<file path="src/rtl/program_loader.sv">
// program_loader: writes a framed byte stream (sync byte, 4-byte little-endian length, payload) into program memory from address 0.
// Define PROGRAM_LOADER_CHECKSUM_EN to require a trailing modulo-256 payload checksum byte.
module program_loader #(
  parameter int         XLEN_WIDTH = 32,
  parameter int         MEM_BYTES  = 1024,
  parameter logic [7:0] SYNC_BYTE  = 8'h55
) (
  input  logic                  clk,
  input  logic                  reset,
  input  logic                  rx_valid,
  input  logic [7:0]            rx_data,
  output logic                  write_enable,
  output logic [XLEN_WIDTH-1:0] write_address,
  output logic [7:0]            write_data,
  output logic                  busy,
  output logic                  done,
  output logic                  error,
  output logic [2:0]            o_state
);

  localparam logic [2:0] S_IDLE = 3'd0;
  localparam logic [2:0] S_LEN  = 3'd1;
  localparam logic [2:0] S_DATA = 3'd2;
  localparam logic [2:0] S_CHK  = 3'd3;
  localparam logic [2:0] S_DONE = 3'd4;
  localparam logic [2:0] S_ERR  = 3'd5;

  localparam logic [31:0] LP_MEM_BYTES = 32'(MEM_BYTES);

  // rx_valid is a one-cycle strobe with no backpressure: a byte is consumed in
  // exactly the cycle rx_valid is high, and the loader can never stall it.

  logic [2:0]  r_state;
  logic [2:0]  w_next;
  logic [31:0] r_len;
  logic [1:0]  r_len_cnt;
  logic [31:0] r_cnt;
  logic [31:0] w_len_full;
  logic        w_sync;
  logic        w_restart;
  logic        w_write;

  assign w_sync     = rx_valid && (rx_data == SYNC_BYTE);
  assign w_restart  = w_sync && ((r_state == S_IDLE) || (r_state == S_DONE) || (r_state == S_ERR));
  assign w_len_full = {rx_data, r_len[31:8]};
  // The counter never passes len, so the address stays below MEM_BYTES.
  assign w_write    = (r_state == S_DATA) && rx_valid && (r_cnt != r_len);
  assign o_state    = r_state;

`ifdef PROGRAM_LOADER_CHECKSUM_EN
  logic [7:0] r_sum;
  logic       w_last;

  assign w_last = w_write && ((r_cnt + 32'd1) == r_len);

  always_ff @(posedge clk or posedge reset) begin
    if (reset) begin
      r_sum <= 8'd0;
    end else if (w_restart) begin
      r_sum <= 8'd0;
    end else if (w_write) begin
      r_sum <= r_sum + rx_data;
    end
  end
`endif

  always_comb begin
    w_next = r_state;
    case (r_state)
      S_IDLE, S_DONE, S_ERR: begin
        if (w_sync) w_next = S_LEN;
      end
      S_LEN: begin
        if (rx_valid && (r_len_cnt == 2'd3)) begin
          if (w_len_full == 32'd0) begin
`ifdef PROGRAM_LOADER_CHECKSUM_EN
            w_next = S_CHK;
`else
            w_next = S_DONE;
`endif
          end else if (w_len_full > LP_MEM_BYTES) begin
            w_next = S_ERR;
          end else begin
            w_next = S_DATA;
          end
        end
      end
      S_DATA: begin
`ifdef PROGRAM_LOADER_CHECKSUM_EN
        // Leave on the last byte so a back-to-back checksum byte is not lost.
        if (w_last) w_next = S_CHK;
`else
        // Stay one extra cycle so busy covers the final write strobe.
        if (r_cnt == r_len) w_next = S_DONE;
`endif
      end
      S_CHK: begin
`ifdef PROGRAM_LOADER_CHECKSUM_EN
        if (rx_valid) w_next = (rx_data == r_sum) ? S_DONE : S_ERR;
`else
        w_next = S_IDLE;
`endif
      end
      default: w_next = S_IDLE;
    endcase
  end

  always_ff @(posedge clk or posedge reset) begin
    if (reset) begin
      r_state       <= S_IDLE;
      r_len         <= 32'd0;
      r_len_cnt     <= 2'd0;
      r_cnt         <= 32'd0;
      write_enable  <= 1'b0;
      write_address <= '0;
      write_data    <= 8'd0;
      busy          <= 1'b0;
      done          <= 1'b0;
      error         <= 1'b0;
    end else begin
      r_state      <= w_next;
      busy         <= (w_next == S_LEN) || (w_next == S_DATA) || (w_next == S_CHK);
      done         <= (w_next == S_DONE);
      error        <= (w_next == S_ERR);
      write_enable <= w_write;
      if (w_write) begin
        write_address <= XLEN_WIDTH'(r_cnt);
        write_data    <= rx_data;
      end
      if (w_restart) begin
        r_len     <= 32'd0;
        r_len_cnt <= 2'd0;
        r_cnt     <= 32'd0;
      end else begin
        if ((r_state == S_LEN) && rx_valid) begin
          r_len     <= w_len_full;
          r_len_cnt <= r_len_cnt + 2'd1;
        end
        if (w_write) r_cnt <= r_cnt + 32'd1;
      end
    end
  end

endmodule

</file>
<file path="config.mk">
export PLATFORM = sky130hd
export DESIGN_NAME = program_loader
export DESIGN_NICKNAME = d
export VERILOG_FILES = /design/src/rtl/program_loader.sv
export SDC_FILE = /design/constraint.sdc
export NUM_CORES = 1
export LEC_CHECK = 0
export CORE_AREA = 2 2 136 138
export DETAILED_ROUTE_END_ITERATION = 6
export DIE_AREA = 0 0 138 140
export GPL_TIMING_DRIVEN = 0
export SYNTH_ARGS = -nofsm -noshare
export SYNTH_HDL_FRONTEND = slang
export SYNTH_SLANG_ARGS = --single-unit
</file>
<file path="constraint.sdc">
create_clock -name clk -period 3.5 [get_ports clk]
set_input_delay 0.7 -clock clk [delete_from_list [all_inputs] [get_ports clk]]
set_output_delay 0.7 -clock clk [all_outputs]
set_load 0.1 [all_outputs]
</file>
# == After elaboration in Yosys (flattened, before gate mapping) ==
# Cells that the tools add are included.
# totals
reg_bits,113
output_inout_bits,47
# op_classes
n_addsub,2
n_lt_le_gt_ge,1
n_eq_ne,13
n_mux,12
reduce_logical,15
# ops
cell,count
$mux W32,4
$add A32 B1 Y32 const B,1
$eq A32 B32 Y1,1
$gt A32 B11 Y1 const B,1
$logic_not A32 Y1,1
$ne A32 B32 Y1,1
$mux W3,5
$eq A3 B3 Y1 const B,4
$eq A3 B2 Y1 const B,3
$pmux W3 S3,1
$eq A8 B7 Y1 const B,1
$eq A3 B1 Y1 const B,2
$logic_and A1 B1 Y1,6
$logic_or A1 B1 Y1,4
$mux W2,2
$reduce_bool A2 Y1,2
$logic_not A3 Y1,1
$reduce_or A3 Y1,1
$add A2 B1 Y2 const B,1
$eq A2 B2 Y1 const B,1

# == Depth between registers and ports, before layout ==
# logic_depth
depth_word,8
mapped_depth,9
ltp_nobuf,7

# == Worst setup path before layout ==
# OpenSTA, ideal clock, no wires.
# synth_timing
kind,reg2reg
start,"register r_state[1], in the netlist o_state[1]"
end,register r_cnt[25]
setup_time_ns,0.066
t_arrival_ns,2.781
required_time_ns,3.434
setup_slack_ns,0.653
stages_incl_launch_ff,7
path_cell_list,dfrtp_1 nor3b_4 nand3_4 or3_4 or3_1 or4_1 nand2_1
# synth_between
elab_chain_cells,5
# synth_lines
element,line,text
start: declaration,33,logic [2:0] r_state;
start signal: assignment,121,r_state <= w_next;
$eq A3 B3 Y1 or $logic_not A3 Y1 (tied branches),44,assign w_restart = w_sync && ((r_state == S_IDLE) || (r_state == S_DONE) || (r_state == S_ERR));
$logic_or A1 B1 Y1 (2 in series),44,
$logic_and A1 B1 Y1,44,
$mux W32 or $reduce_bool A2 Y1 (tied branches),-,
end signal: assignment,139,if (w_write) r_cnt <= r_cnt + 32'd1;
end: declaration,37,logic [31:0] r_cnt;
# Parallel ways exist; a longest one is shown, timed or not.
# A chain may end at the register's enable or synchronous reset.

# == Worst setup path in the final report ==
# layout_timing
start,input port rx_valid
end,register r_len[1]
# layout_between
elab_chain_cells,3
# layout_lines
element,line,text
start: declaration,10,"input logic rx_valid,"
$logic_and A1 B1 Y1,43,assign w_sync = rx_valid && (rx_data == SYNC_BYTE);
$logic_and A1 B1 Y1,44,
$mux W32 or $reduce_bool A2 Y1 (tied branches),-,
end signal: assignment,136,r_len <= w_len_full;
end: declaration,35,logic [31:0] r_len;
# Parallel ways exist; a longest one is shown, timed or not.

==> flow_summary.yaml <==
global_route:
  grt_pass1_vias: 4279
  grt_max_degree: 45
  overflow: 0
  grt_use_total: 0.160
  grt_pass1_wl_mm: 23.8
  antenna_found_initial: 0
power_and_ir_drop:
  clkPwrFrac: 0.438
  combPwrFrac: 0.166
  leakagePower_nw: 2.93
  pwr-share-seq: 0.396
  p_sw_frac: 0.294
  irDropWorstVdd_v: 0.000370
  intPower_mw: 2.84
  switching_power_mw: 1.18
  pwr_density_cell_nw_per_um2: 582
routing:
  drt_iter0_markers: 474
  vias: 4288
  route.detailed.drc: 0
  routed_via_density: 5.17
  dr.pass1.iters: 5
  wire_per_inst_um: 17.9
  antenna_left: 0
  routed_wl_mm: 14.8
cells_and_area:
  multi_input_area_um2: 2430
  fill_cells: 1759
  syn_to_final_growth_pct: 27.8
  finish.instance_area_um2: 6920
  fin_nets: 601
  drive_gt1_frac: 0.155
  antenna_cells: 0
  ff_latch_area_um2: 2830
  final_cells: 830
synth:
  ys_seq_area_frac: 0.522
  yosys_register_bits: 113
  yosys_most_used_dff: "dfrtp_1"
  yosysWarnings: 0
  synthesis.nets: 524
  synth_cell_types: 51
  syn_area_per_cell_um2: 10.6
  yosys-top-cells-area: "dfrtp_1 52%, mux2_2 7.7%, xnor2_1 7.0%"
  synthCells: 511
  synth_edf_count: 0
  synth.cell_area_um2: 5420
  synth_top_area_share: 0.522
  yosys.area.top_type: "dfrtp_1"
  async_flop_share: 1.00
clock_network:
  path_clk_slew_ps: 50
  clock_latency_ps: 420
  cts_tree: "built"
  clockBufferDepth: 2
  numCtsBuffers: 17
  hold_buffers: 0
  clock_sinks: 113
  cts-root-buf: "clkbuf_16"
  h-tree-depth: 4
setup_path:
  r2r_slack_ps: 610
  worst_ep_required_time_ps: 3770
  crit_path_top_delay_cell: "clkdlybuf4s50_1"
  critical_path_buf_inv_count: 2
  endpoint_kind: "flop"
  crit_arrival_ps: 3470
  critPathMaxStageDelay_ps: 610
  start_kind: "input port"
  worst-path-max-fanout: 10
  critPathTopFamily: "simple AND/OR/NAND/NOR gates"
  path_cells: "clkdlybuf4s50_1 -> nor4b_1 -> nor3b_1 -> and2_1 -> clkbuf_1 -> a21oi_1"
  crit_type: "input port to flop"
placed_design:
  portBuffers: 57
  gp_congestion: 0.886
  dp_hpwl_mm: 10.9
  placed_area_um2: 6320
  dp_cells: 799
die:
  rows: 49
  start_util: 0.305
  die_w_um: 138
  io_pins: 58
  die_h_um: 140
  die-area_um2: 19300
  coreArea_um2: 17800
sta:
  finalCritPeriodShare: 0.916
  tightestPinTransition_ps: 1040
  hold_viol_final: 0
  final_max_slew_viol_count: 0
  finalSetupViolCount: 0
  fin_worst_skew_ps: 8.21
  rsz0062_at_grt: "false"
  max_freq_ghz: 0.312
  tns_ps: 0
  fin_crit_ps: 3210
  slew_headroom: 0.304
outcome:
  status: "finished clean"
min_path:
  worstHoldPathType: "flop to flop"
flow_run:
  maxCapViolations: 0
==> metrics by stage <==
step | setup WS, ps | hold WS [ps] | util | power [mW]
6_report | 294 | 498 | 0.389 | 4.03
5_1_grt | 158 | 520 | 0.389 | 4.20
4_1_cts | 76.4 | 501 | 0.389 | 4.05
3_5_place_dp | -334 | 486 | 0.355 | 2.28
3_3_place_gp | -327 | 477 | 0.353 | 2.26
2_1_floorplan | 653 | 500 | - | 2.05
==> worst reg2reg max path: stages, from the launching register on <==
cell and delay [ps]:
dfrtp_1 310, clkbuf_1 310, xnor2_1 180, nand4_1 170
or4_4 600, nor2_2 320, buf_2 380, buf_4 260
o21ai_0 110, a21oi_1 170
==> Yosys cell counts, drive strengths merged, types with 4 or more instances <==
| cell | number |
|---|---|
| nor4 | 8 |
| o211ai | 8 |
| a211oi | 6 |
| mux2i | 6 |
| and3 | 4 |
| nand2 | 88 |
| inv | 7 |
| o31ai | 5 |
| nand3 | 14 |
| or4 | 8 |
| nand4 | 20 |
| mux2 | 41 |
| or3 | 9 |
| nor2 | 21 |
| and4 | 4 |
| buf | 7 |
| o21ai | 9 |
| dfrtp | 113 |
| a21oi | 41 |
| clkbuf | 19 |
| xnor2 | 43 |
==> worst paths after layout <==
kind	from	endpoint	depth (start not counted)
max	rx_valid	r_len[1]	6
min	write_address[24]	write_address[24]	1
max reg2reg	r_cnt[16]	r_cnt[10]	9
min reg2reg	write_address[24]	write_address[24]	1
max in group asynchronous	reset	r_cnt[6]	3
min in group asynchronous	reset	write_enable	2
==> area by class of cell <==
cell class	count	share of cell area
multi-input combinational	365	0.351
buffer	25	0.0184
tap	229	0.0414
sequential	113	0.409
clock buffer	21	0.0680
timing repair buffer	59	0.0882
clock inverter	11	0.0195
inverter	7	0.00434
==> state kept, by name, summed over array words and instances, names as in the netlist <==
name,flops
busy,1
error,1
r_len_cnt,2
done,1
o_state,3
r_cnt,32
write_address,32
write_enable,1
r_len,32
write_data,8
==> metal layers <==
metal / share of wire / up-vias / wire [um] / global-route usage
met5: 0 / - / 0 / 0
met1: 0.45 / 2133 / 6700 / 0.215
met3: 0.061 / 27 / 905 / 0.0434
met2: 0.46 / 157 / 6870 / 0.249
li1: - / 1971 / - / -
met4: 0.024 / 0 / 362 / 0.0634
==> power by group through the flow <==
stage | Clock (mW) | Combinational (mW) | Sequential [mW]
after floorplan | 0 | 0.434 | 1.62
after global placement | 0 | 0.650 | 1.61
after detailed placement | 0 | 0.666 | 1.62
after CTS | 1.79 | 0.670 | 1.59
after global routing | 1.85 | 0.736 | 1.61
final | 1.76 | 0.669 | 1.59
==> cell usage in the layout, fill, tap and decap left out, types with 8 or more instances in the layout <==
cell,instances
nand3_1,13
nand2_1,88
clkdlybuf4s50_1,57
or3_1,8
o211ai_1,8
mux2_2,37
dfrtp_1,113
clkbuf_16,17
nand4_1,19
clkbuf_1,18
nor2_1,20
a21oi_1,41
xnor2_1,43
o21ai_0,8
==> repair_timing <==
| item | in CTS | in global routing |
|---|---|---|
| setup buffers | 0 | 0 |
| resized for setup | 0 | 2 |
| setup endpoints to repair | 0 | 15 |
==> logic make-up after synthesis <==
kind of cell | synth area share
XOR/XNOR | 0.0711
multiplexers | 0.0963
adder cells (fa/ha/maj) | 0.00462
buffers and inverters | 0.0289
AO/OA/AOI/OAI | 0.0885
flip-flops | 0.522
AND/OR/NAND/NOR | 0.188
(Power assumes the default switching activity.)
